<file path="src/rtl/pipe_barrel_shift.sv">
// pipe_barrel_shift: pipelined barrel shifter / rotator, one log2 stage per cycle.
// Latency SHAMT_W enabled cycles; one result per cycle; the whole pipe stalls when out_valid && !out_ready.
// Ports: clk, rst (sync, active-high); in_valid/in_ready/in_data/in_shamt/in_mode/in_tag request side;
//        out_valid/out_ready/out_data/out_tag result side; out_zero only with BARREL_ZFLAG_EN defined.
// Modes: 000 ROL, 001 ROR, 010 SLL, 011 SRL, 100 SRA, 101-111 pass-through.
module pipe_barrel_shift #(
  parameter int WIDTH = 32,
  parameter int TAG_W = 4
) (
  input  logic                       clk,
  input  logic                       rst,
  input  logic                       in_valid,
  output logic                       in_ready,
  input  logic [WIDTH-1:0]           in_data,
  input  logic [$clog2(WIDTH)-1:0]   in_shamt,
  input  logic [2:0]                 in_mode,
  input  logic [TAG_W-1:0]           in_tag,
  output logic                       out_valid,
  input  logic                       out_ready,
  output logic [WIDTH-1:0]           out_data,
  output logic [TAG_W-1:0]           out_tag
`ifdef BARREL_ZFLAG_EN
  ,
  output logic                       out_zero
`endif
);

  localparam int SHAMT_W = $clog2(WIDTH);

  // One shift stage: move by 2^k when the stage's shamt bit is set.
  // For SRA the MSB of the partially shifted word is still the original sign bit,
  // so each stage can replicate its own MSB.
  function automatic logic [WIDTH-1:0] stage_op(input logic [WIDTH-1:0] d,
                                                input logic [2:0]       m,
                                                input logic             b,
                                                input int               k);
    int n;
    logic [WIDTH-1:0] r;
    n = 1 << k;
    r = d;
    if (b) begin
      case (m)
        3'b000:  r = (d << n) | (d >> (WIDTH - n));
        3'b001:  r = (d >> n) | (d << (WIDTH - n));
        3'b010:  r = d << n;
        3'b011:  r = d >> n;
        3'b100:  r = WIDTH'($signed(d) >>> n);
        default: r = d;
      endcase
    end
    return r;
  endfunction

  logic                 en;
  logic                 accept;

  logic [SHAMT_W-1:0]   vld_q, vld_d;
  logic [WIDTH-1:0]     dat_q  [SHAMT_W];
  logic [WIDTH-1:0]     dat_d  [SHAMT_W];
  logic [SHAMT_W-1:0]   sh_q   [SHAMT_W];
  logic [SHAMT_W-1:0]   sh_d   [SHAMT_W];
  logic [2:0]           mode_q [SHAMT_W];
  logic [2:0]           mode_d [SHAMT_W];
  logic [TAG_W-1:0]     tag_q  [SHAMT_W];
  logic [TAG_W-1:0]     tag_d  [SHAMT_W];

  assign out_valid = vld_q[SHAMT_W-1];
  assign en        = out_ready || !out_valid;
  assign in_ready  = en && !rst;
  assign accept    = in_valid && in_ready;
  assign out_data  = dat_q[SHAMT_W-1];
  assign out_tag   = tag_q[SHAMT_W-1];

  always_comb begin
    logic [WIDTH-1:0]   s_dat;
    logic [SHAMT_W-1:0] s_sh;
    logic [2:0]         s_mode;
    logic [TAG_W-1:0]   s_tag;
    logic               s_vld;

    s_dat  = '0;
    s_sh   = '0;
    s_mode = '0;
    s_tag  = '0;
    s_vld  = 1'b0;
    vld_d  = vld_q;
    for (int k = 0; k < SHAMT_W; k++) begin
      dat_d[k]  = dat_q[k];
      sh_d[k]   = sh_q[k];
      mode_d[k] = mode_q[k];
      tag_d[k]  = tag_q[k];
    end

    if (en) begin
      for (int k = 0; k < SHAMT_W; k++) begin
        if (k == 0) begin
          // Bubbles enter as all-zero so an idle pipe drains to zero outputs.
          s_vld  = accept;
          s_dat  = accept ? in_data  : '0;
          s_sh   = accept ? in_shamt : '0;
          s_mode = accept ? in_mode  : '0;
          s_tag  = accept ? in_tag   : '0;
        end else begin
          s_vld  = vld_q[k-1];
          s_dat  = dat_q[k-1];
          s_sh   = sh_q[k-1];
          s_mode = mode_q[k-1];
          s_tag  = tag_q[k-1];
        end
        vld_d[k]  = s_vld;
        dat_d[k]  = stage_op(s_dat, s_mode, s_sh[k], k);
        sh_d[k]   = s_sh;
        mode_d[k] = s_mode;
        tag_d[k]  = s_tag;
      end
    end
  end

  always_ff @(posedge clk) begin
    if (rst) begin
      vld_q <= '0;
      for (int k = 0; k < SHAMT_W; k++) begin
        dat_q[k]  <= '0;
        sh_q[k]   <= '0;
        mode_q[k] <= '0;
        tag_q[k]  <= '0;
      end
    end else begin
      vld_q <= vld_d;
      for (int k = 0; k < SHAMT_W; k++) begin
        dat_q[k]  <= dat_d[k];
        sh_q[k]   <= sh_d[k];
        mode_q[k] <= mode_d[k];
        tag_q[k]  <= tag_d[k];
      end
    end
  end

`ifdef BARREL_ZFLAG_EN
  // Zero flag is taken from the final stage result and registered alongside it,
  // so it stays aligned with out_data through stalls. Reset data is zero, hence flag 1.
  logic zero_q, zero_d;

  always_comb begin
    zero_d = zero_q;
    if (en) begin
      zero_d = (dat_d[SHAMT_W-1] == '0);
    end
  end

  always_ff @(posedge clk) begin
    if (rst) begin
      zero_q <= 1'b1;
    end else begin
      zero_q <= zero_d;
    end
  end

  assign out_zero = zero_q;
`endif

endmodule

</file>
<file path="config.mk">
export PLATFORM = sky130hd
export DESIGN_NAME = pipe_barrel_shift
export DESIGN_NICKNAME = d
export VERILOG_FILES = /design/src/rtl/pipe_barrel_shift.sv
export SDC_FILE = /design/constraint.sdc
export NUM_CORES = 1
export LEC_CHECK = 0
export ABC_AREA = 1
export CORE_MARGIN = 8
export CORE_UTILIZATION = 63
export CTS_CLUSTER_SIZE = 16
export DETAILED_ROUTE_END_ITERATION = 10
export PLACE_DENSITY = 0.86
export SETUP_SLACK_MARGIN = 0.2
export SKIP_LAST_GASP = 1
export SYNTH_ARGS = -nofsm -noshare
export SYNTH_HDL_FRONTEND = slang
export SYNTH_SLANG_ARGS = --single-unit
</file>
<file path="constraint.sdc">
create_clock -name clk -period 4.7 [get_ports clk]
set_input_delay 1.41 -clock clk [delete_from_list [all_inputs] [get_ports clk]]
set_output_delay 1.41 -clock clk [all_outputs]
set_load 0.01 [all_outputs]
</file>
==> reports/results.ini, run 1 <==
[run_status]
outcome = finished, final reports clean

[synth]
ys.warnings.count = 0
synth_seq_cells = 207
synth_area_per_cell_um2 = 7.09
ys_types = 33
synth_cells = 1441
synth_area_um2 = 10200
synth_seq_area_share_pct = 42.7
synth_fp_nets = 1489

[pwr]
power_density_nw_per_um2 = 342
p_leak_nw = 4.57
max-vdd-ir-drop_mv = 0.192
p_total_mw = 3.89

[min_path]
min_path_type = reg2reg
worstHoldPathCells = 2

[cts]
cts-hold-fix-buffers = 0
numCtsBuffers = 21
ctsResizeCount = 0
clkLatencyLatePin_ns = 0.50
clkTransAtPathRegs_ns = 0.06
cts_sinks = 207
h-tree-depth = 1
clk_path_buf_depth = 3
cts_root_buf = clkbuf_16
post_cts_buffers = 0
cts_tree = done

[placement]
dp_hpwl_mm = 16.4
io_buffer_count = 85
place_area_um2 = 10700
gp_congestion = 0.885

[grt]
antenna_found_initial = 0
grt_pass1_wl_mm = 41.3
busiest_layer = met2
met1_usage_pct = 30.3
grt_pass1_vias = 8781
grt_use_total_pct = 24.2
met2_usage_pct = 41.4
grt_max_degree = 100
grt-ovfl-total = 0
globalRouteMet3Util_pct = 3.05

[floorplan]
dieWidth_um = 143
dieHeight_um = 143
ios = 86
core_area_um2 = 15900
std_cell_rows = 46
start_util_pct = 64.3
die-area_um2 = 20600

[timing]
slew_headroom_pct = 26.5
hold_viol_final = 0
grt_setup_unrepaired = no
hold_ws_ns = 0.452
fin_crit_ns = 4.17
fin_tns_setup_ns = 0
period_share_pct = 88.8
worst_pin_slew_ns = 1.10
fmax_ghz = 0.240
setup_viol = 0
fin_skew_ns = 0.0131
drv_slew = 0

[finish]
final_cell_mix = nand2_1 (340), o21ai_0 (191), dfxtp_1 (185), inv_1 (177), a21oi_1 (118)
layout-drive-gt1-share_pct = 4.55
fillers = 1279
nets = 1485
fin_area_um2 = 11400
regArea_um2 = 4360
area_growth_pct = 11.3
n_antenna_cell = 0
final_common_cell = nand2_1
multi_input_area_um2 = 4430

[setup_path]
crit_type = in2out
crit_arrival_ns = 2.76
path_cells = clkdlybuf4s50_1 -> inv_1 -> nand2_2 -> nand2_2 -> inv_1 -> clkdlybuf4s50_1
crit_path_end_kind = primary output
crit_path_start_kind = input pin
crit_path_max_fanout = 6
cpPeakStageDelay_ns = 0.53
slowest_stage = clkdlybuf4s50_1
r2r.worst_path.cells = 7
cp.required_ns = 3.29

[routing]
vias = 9468
ant_nets = 0
post-route-drc-count = 0
first_pass_iters = 5
vias_per_cell = 5.68
drt_wl_total_mm = 25.1
drtIter0Drc = 1091
wire_per_inst_um = 15.0

[job]
drv_cap = 0

==> worst paths after layout <==
check,slack [ns],from,end
setup reg to reg,2.61,mode_q[0][8],dat_q[0][118]
setup / recovery,0.53,out_ready,in_ready
hold / removal,0.45,dat_q[0][152],dat_q[0][152]
hold reg to reg,0.45,dat_q[0][152],dat_q[0][152]
==> final cells by class <==
class                      count  area share [%]
inverter                     186            6.16
clock buffer                  33            5.37
timing repair buffer          97            8.38
tap                          216            2.38
clock inverter                 4           0.374
sequential                   207            38.4
multi-input combinational    924            39.0
==> state kept, by name, summed over array words and instances, names as in the netlist <==
signal  count
dat_q     160
mode_q     12
sh_q       10
tag_q      20
vld_q       5
==> critical path: cells and delay by family <==
kind	cells	cell delay (ns)
buffers and inverters	4	1.11
and+or+nand+nor	2	0.25
==> cell usage after synthesis, drive strengths merged <==
cell	count	area share [%]
edfxtp	22	6.5
a22o	7	0.60
buf	90	5.9
o211ai	24	1.8
nand4	2	0.18
nor2	66	2.9
nand2	344	13
o221ai	1	0.086
inv	186	6.9
o32ai	2	0.17
clkbuf	34	1.2
a21o	1	0.073
o21ai	227	11
o22ai	75	4.6
a22oi	7	0.51
dfxtp	185	36
nand3	47	2.4
a21oi	121	6.1
==> where the power goes <==
| part | switching, mW | internal, mW |
|---|---|---|
| clock | 0.653 | 0.942 |
| combinational | 0.251 | 0.147 |
| sequential | 0.0423 | 1.85 |
==> metrics by stage <==
| stage | utilization, % | setup WS, ns | instances |
|---|---|---|---|
| 6_report | 71.6 | 0.526 | 1667 |
| 5_1_grt | 71.6 | 0.458 | 1667 |
| 4_1_cts | 71.6 | 0.521 | 1667 |
| 3_5_place_dp | 67.5 | 0.529 | 1630 |
| 3_3_place_gp | 67.5 | 0.523 | 1630 |
| 2_1_floorplan | - | 1.24 | 1441 |
==> kinds of logic (layout without fill, tap and decap cells) <==
logic type | Yosys count | after routing | synth area share, %
buffers and inverters | 310 | 320 | 14.0
DFF | 207 | 207 | 42.7
and+or+nand+nor | 459 | 459 | 18.2
AOI/OAI and AO/OA | 465 | 465 | 25.1
==> layer usage <==
| layer | vias up | routed length [um] |
|---|---|---|
| li1 | 4719 | - |
| met5 | - | 0 |
| met3 | 67 | 1840 |
| met1 | 4240 | 10500 |
| met4 | 0 | 774 |
| met2 | 442 | 12000 |
Note: power is estimated with default switching activity, not from simulation.
==> inputs of run 2 (changes only) <==
--- a/config.mk
+++ b/config.mk
@@ -7,10 +7,9 @@
 export LEC_CHECK = 0
 export ABC_AREA = 1
 export CORE_MARGIN = 8
-export CORE_UTILIZATION = 63
+export CORE_UTILIZATION = 45
 export CTS_CLUSTER_SIZE = 16
 export DETAILED_ROUTE_END_ITERATION = 10
-export PLACE_DENSITY = 0.86
 export SETUP_SLACK_MARGIN = 0.2
 export SKIP_LAST_GASP = 1
 export SYNTH_ARGS = -nofsm -noshare
==> run 2 against run 1 <==
Sequential power is essentially flat. Setup slack lost 0.0058 ns. Cell count grew 4.2%. Design area grew 1.6%. Critical path depth is the same. Global-route usage shrank 5.7 points. Power grew 5.1%. Sequential share of layout area shrank 0.60 points. Clock-buffer cell count is the same. Register-to-register slack lost 0.06 ns. Largest power group unchanged.
==> reports/results.ini, run 2 (synthesized netlist as in run 1, its figures left out) <==
[setup_path]
crit_path_start_kind = input pin  ; unchanged
critPathCapture = in_ready  ; unchanged
crit_arrival_ns = 2.77  ; was 2.76 ns
crit_type = in2out  ; unchanged
crit_path_end_kind = primary output  ; unchanged
crit_path_max_fanout = 6  ; unchanged
cp.required_ns = 3.29  ; about the same
regToRegEndpoint = dat_q[0][10]  ; was dat_q[0][118]
crit_path_start = out_ready  ; unchanged
r2r.worst_path.cells = 9  ; was 7
r2r-start = vld_q[4]  ; was mode_q[0][8]
reg2reg_slack_ns = 2.55  ; was 2.61 ns

[grt]
globalRouteMet3Util_pct = 3.22  ; was 3.05%
grt_use_total_pct = 18.5  ; was 24.2%
grt-ovfl-total = 0  ; unchanged
grt_max_degree = 93  ; was 100
grt_pass1_wl_mm = 44.0  ; was 41.3 mm
met1_usage_pct = 24.3  ; was 30.3%
busiest_layer = met2  ; unchanged
antenna_found_initial = 0  ; unchanged
met2_usage_pct = 30.8  ; was 41.4%
grt_pass1_vias = 8739  ; was 8,781

[placement]
dp_hpwl_mm = 17.7  ; was 16.4 mm
gp_congestion = 0.887  ; was 0.885
io_buffer_count = 85  ; unchanged
place_area_um2 = 10800  ; was 10,700 um^2
dp_slack_ns = 0.517  ; was 0.529 ns

[timing]
worst_pin_slew_ns = 1.02  ; was 1.10 ns
grt_setup_unrepaired = no  ; unchanged
fin_ws_ns = 0.520  ; was 0.526 ns
setup_viol = 0  ; unchanged
period_share_pct = 88.9  ; was 88.8%
hold_ws_ns = 0.449  ; was 0.452 ns
fin_crit_ns = 4.18  ; was 4.17 ns
slew_headroom_pct = 32.3  ; was 26.5%
hold_viol_final = 0  ; unchanged
fmax_ghz = 0.239  ; was 0.240 GHz
fin_tns_setup_ns = 0  ; unchanged
fin_skew_ns = 0.0120  ; was 0.0131 ns
drv_slew = 0  ; unchanged

[cts]
clk_path_buf_depth = 3  ; unchanged
cts_tree = done  ; unchanged
cts_sinks = 207  ; unchanged
ctsResizeCount = 0  ; unchanged
clkTransAtPathRegs_ns = 0.06  ; about the same
cts_root_buf = clkbuf_16  ; unchanged
h-tree-depth = 1  ; unchanged
cts-hold-fix-buffers = 0  ; unchanged
post_cts_buffers = 0  ; unchanged
numCtsBuffers = 23  ; was 21
clkLatencyLatePin_ns = 0.51  ; was 0.50 ns

[routing]
first_pass_iters = 6  ; was 5
post-route-drc-count = 0  ; unchanged
vias_per_cell = 5.23  ; was 5.68
ant_nets = 0  ; unchanged
vias = 9077  ; was 9,468
drt_wl_total_mm = 26.1  ; was 25.1 mm
wire_per_inst_um = 15.0  ; about the same
drtIter0Drc = 676  ; was 1,091

[floorplan]
core_area_um2 = 22400  ; was 15,900 um^2
dieHeight_um = 167  ; was 143 um
start_util_pct = 45.5  ; was 64.3%
die-area_um2 = 27800  ; was 20,600 um^2
std_cell_rows = 55  ; was 46
ios = 86  ; unchanged
dieWidth_um = 167  ; was 143 um

[finish]
fin_area_um2 = 11600  ; was 11,400 um^2
n_antenna_cell = 0  ; unchanged
layout-drive-gt1-share_pct = 4.75  ; was 4.55%
largest_register_ffs = 160  ; unchanged
regMostFlops = dat_q  ; unchanged
final_common_cell = nand2_1  ; unchanged
reg_top3 = dat_q x160, tag_q x20, mode_q x12  ; unchanged
final_cell_mix = nand2_1 (340), o21ai_0 (191), dfxtp_1 (185), inv_1 (177), a21oi_1 (118)  ; unchanged
area_growth_pct = 13.1  ; was 11.3%
fillers = 2269  ; was 1,279
nets = 1487  ; was 1,485

[min_path]
min_path_type = reg2reg  ; unchanged

[pwr]
max-vdd-ir-drop_mv = 0.171  ; was 0.192 mV
power_density_nw_per_um2 = 354  ; was 342 nW/um^2
p_leak_nw = 4.62  ; was 4.57 nW
p_total_mw = 4.09  ; was 3.89 mW

[job]
drv_cap = 0  ; unchanged

[run_status]
outcome = finished, final reports clean  ; unchanged

run 2: changes by cell type in the layout (fill, tap and decap cells not counted):
cell	change
bufinv_16	+1
clkbuf_1	-2
clkbuf_16	+4
clkbuf_8	-2
run 2: final cells by class:
class	count	area [um^2]	area share (%)
Clock buffer	33	676	5.85
Clock inverter	5	72.6	0.628
Inverter	186	701	6.06
Multi-Input combinational cell	924	4430	38.4
Sequential cell	207	4360	37.8
Tap cell	285	357	3.09
Timing Repair Buffer	97	953	8.25
run 2: how the worst min path moves through the flow:
| stage | startpoint | end | slack (ns) | cells after the start |
|---|---|---|---|---|
| 3_5_place_dp | dat_q[0][141] | dat_q[0][141] | 0.44 | 2 |
| 2_1_floorplan | dat_q[0][135] | dat_q[0][135] | 0.43 | 2 |
| 4_1_cts | dat_q[0][142] | dat_q[0][142] | 0.45 | 2 |
| 3_3_place_gp | dat_q[0][142] | dat_q[0][142] | 0.44 | 2 |
| 6_report | dat_q[0][141] | dat_q[0][141] | 0.45 | 2 |
| 5_1_grt | dat_q[0][154] | dat_q[0][154] | 0.47 | 2 |
run 2: routing by layer:
layer  share of wire (%)  wire [um]
met1                  47      12300
met2                  46      12000
met3                 4.9       1290
met4                 2.0        517
met5                   0          0
run 2: metrics by stage:
stage / util, % / instances
CTS: 51.5 / 1737
global placement: 48.2 / 1699
finish: 51.5 / 1737
detailed placement: 48.2 / 1699
floorplan: - / 1441
global route: 51.5 / 1737
run 2: worst max-delay path, stage by stage:
cell and delay [ns]:
clkdlybuf4s50_1 0.46, inv_1 0.04, nand2_2 0.16, nand2_2 0.07, inv_1 0.08, clkdlybuf4s50_1 0.54
run 2: where the power goes:
part	leakage (nW)	internal, mW	total (mW)	switching (mW)
logic	2.48	0.146	0.398	0.252
registers	1.77	1.85	1.90	0.0411
clock network	0.365	1.10	1.79	0.695
total	4.62	3.10	4.09	0.988
==> inputs of run 3 (changes only) <==
--- a/config.mk
+++ b/config.mk
@@ -10,6 +10,7 @@
 export CORE_UTILIZATION = 45
 export CTS_CLUSTER_SIZE = 16
 export DETAILED_ROUTE_END_ITERATION = 10
+export PLACE_DENSITY_LB_ADDON = 0.25
 export SETUP_SLACK_MARGIN = 0.2
 export SKIP_LAST_GASP = 1
 export SYNTH_ARGS = -nofsm -noshare
==> run 3 against run 2 <==
Core utilization grew 0.050 points. Via count grew 1.0%. Routed wire length shrank 1.4%. Sequential share of layout area is essentially flat. Largest cell class unchanged. Highest routed layer unchanged. First-iteration DRC count grew 0.89%. Clock skew is essentially flat. Critical path depth is the same. Sequential power is essentially flat. Global-route usage shrank 0.48 points. Clock-buffer cell count shrank 2. Design area is essentially flat. Non-clock buffer count shrank 1.
==> reports/results.ini, run 3 (synthesized netlist as in run 1, its figures left out) <==
[pwr]
max-vdd-ir-drop_mv = 0.171  ; about the same
p_sw_mw = 1.01  ; was 0.988 mW
sequentialPowerShare_pct = 46.4  ; about the same
internal_power_mw = 3.08  ; was 3.10 mW
power_density_nw_per_um2 = 353  ; was 354 nW/um^2
p_leak_nw = 4.64  ; was 4.62 nW
p_sw_share_pct = 24.7  ; was 24.2%
combPwrFrac_pct = 9.7  ; about the same
pwr-share-clk_pct = 43.9  ; about the same

[cts]
clkLatencyLatePin_ns = 0.50  ; was 0.51 ns
cts_tree = done  ; unchanged
cts_sinks = 207  ; unchanged
clk_path_buf_depth = 3  ; unchanged
h-tree-depth = 1  ; unchanged
post_cts_buffers = 0  ; unchanged
ctsResizeCount = 0  ; unchanged
cts_root_buf = clkbuf_16  ; unchanged
clkTransAtPathRegs_ns = 0.06  ; about the same
cts-hold-fix-buffers = 0  ; unchanged
numCtsBuffers = 23  ; unchanged

[setup_path]
crit_path_max_fanout = 6  ; unchanged
slowest_stage = clkdlybuf4s50_1  ; unchanged
crit_type = in2out  ; unchanged
crit_path_end_kind = primary output  ; unchanged
cpPeakStageDelay_ns = 0.55  ; was 0.54 ns
crit_arrival_ns = 2.88  ; was 2.77 ns
crit_path_start_kind = input pin  ; unchanged
path_cells = clkdlybuf4s50_1 -> inv_1 -> nand2_2 -> nand2_2 -> inv_1 -> clkdlybuf4s50_1  ; unchanged
cp.required_ns = 3.29  ; about the same

[timing]
grt_setup_unrepaired = no  ; unchanged
fin_crit_ns = 4.29  ; was 4.18 ns
period_share_pct = 91.3  ; was 88.9%
slew_headroom_pct = 27.9  ; was 32.3%
fin_tns_setup_ns = 0  ; unchanged
fmax_ghz = 0.233  ; was 0.239 GHz
fin_skew_ns = 0.0119  ; was 0.0120 ns
setup_viol = 0  ; unchanged
drv_slew = 0  ; unchanged
hold_ws_ns = 0.447  ; was 0.449 ns
hold_viol_final = 0  ; unchanged
fin_ws_ns = 0.408  ; was 0.520 ns
worst_pin_slew_ns = 1.08  ; was 1.02 ns

[grt]
grt_use_total_pct = 18.0  ; was 18.5%
grt_pass1_vias = 8570  ; was 8,739
antenna_found_initial = 0  ; unchanged
grt_max_degree = 100  ; was 93
grt_pass1_wl_mm = 42.9  ; was 44.0 mm
grt-ovfl-total = 0  ; unchanged

[job]
drv_cap = 0  ; unchanged

[routing]
vias_per_cell = 5.27  ; was 5.23
post-route-drc-count = 0  ; unchanged
drtIter0Drc = 682  ; was 676
vias = 9171  ; was 9,077
ant_nets = 0  ; unchanged
wire_per_inst_um = 14.8  ; was 15.0 um
first_pass_iters = 5  ; was 6
drt_wl_total_mm = 25.7  ; was 26.1 mm

[floorplan]
dieHeight_um = 167  ; unchanged
dieWidth_um = 167  ; unchanged
start_util_pct = 45.5  ; unchanged
die-area_um2 = 27800  ; unchanged
std_cell_rows = 55  ; unchanged
core_area_um2 = 22400  ; unchanged
ios = 86  ; unchanged

[finish]
area_growth_pct = 13.2  ; was 13.1%
final_cell_mix = nand2_1 (340), o21ai_0 (191), dfxtp_1 (185), inv_1 (177), a21oi_1 (118)  ; unchanged
final_common_cell = nand2_1  ; unchanged
layout-drive-gt1-share_pct = 5.36  ; was 4.75%
utilization_pct = 51.6  ; was 51.5%
regArea_um2 = 4360  ; unchanged
largest_register_ffs = 160  ; unchanged
regMostFlops = dat_q  ; unchanged
n_antenna_cell = 0  ; unchanged
fillers = 2255  ; was 2,269
multi_input_area_um2 = 4430  ; unchanged
nets = 1486  ; was 1,487
reg_top3 = dat_q x160, tag_q x20, mode_q x12  ; unchanged

[run_status]
outcome = finished, final reports clean  ; unchanged

[placement]
dp_hpwl_mm = 17.3  ; was 17.7 mm
gp_congestion = 0.852  ; was 0.887
io_buffer_count = 85  ; unchanged
dp_slack_ns = 0.405  ; was 0.517 ns

[min_path]
min_path_type = reg2reg  ; unchanged

-- run 3: power groups by stage --
stage	Combinational, mW	Sequential [mW]	Clock [mW]
after floorplan	0.288	1.92	0
after global placement	0.389	1.93	0
after detailed placement	0.393	1.93	0
after CTS	0.395	1.90	1.82
after global routing	0.446	1.90	1.90
final	0.398	1.90	1.79
-- run 3: through the flow --
| stage | area (um^2) | power [mW] | instances |
|---|---|---|---|
| final | 11600 | 4.09 | 1739 |
| after detailed placement | 10800 | 2.33 | 1698 |
| after global routing | 11600 | 4.25 | 1739 |
| after floorplan | 10200 | 2.21 | 1441 |
| after global placement | 10800 | 2.32 | 1698 |
| after CTS | 11600 | 4.12 | 1739 |
-- run 3: worst paths after layout --
check	startpoint	to	slack, ns	cells past startpoint
worst max-delay path	out_ready	in_ready	0.41	6
worst min-delay path	dat_q[0][139]	dat_q[0][139]	0.45	2
worst max register to register	mode_q[0][7]	dat_q[0][116]	2.56	7
worst min register to register	dat_q[0][139]	dat_q[0][139]	0.45	2
-- run 3: cell type report --
class	instances	area share, %
Inverter	186	6.06
Clock inverter	10	0.692
Clock buffer	31	5.94
Multi-Input combinational cell	924	38.3
Timing Repair Buffer	96	8.18
Sequential cell	207	37.7
Tap cell	285	3.08
-- run 3: routing by layer --
layer / vias to the layer above / GRT usage (%) / part of all wire (%)
li1: 4719 / - / -
met1: 4160 / 23.6 / 47
met2: 244 / 29.4 / 45
met3: 48 / 2.96 / 4.7
met4: 0 / 6.78 / 3.1
met5: - / 0 / 0
-- run 3: critical path, delay by kind of cell --
family,cells,cell delay (ns)
buffers and inverters,4,1.17
AND/OR/NAND/NOR,2,0.30
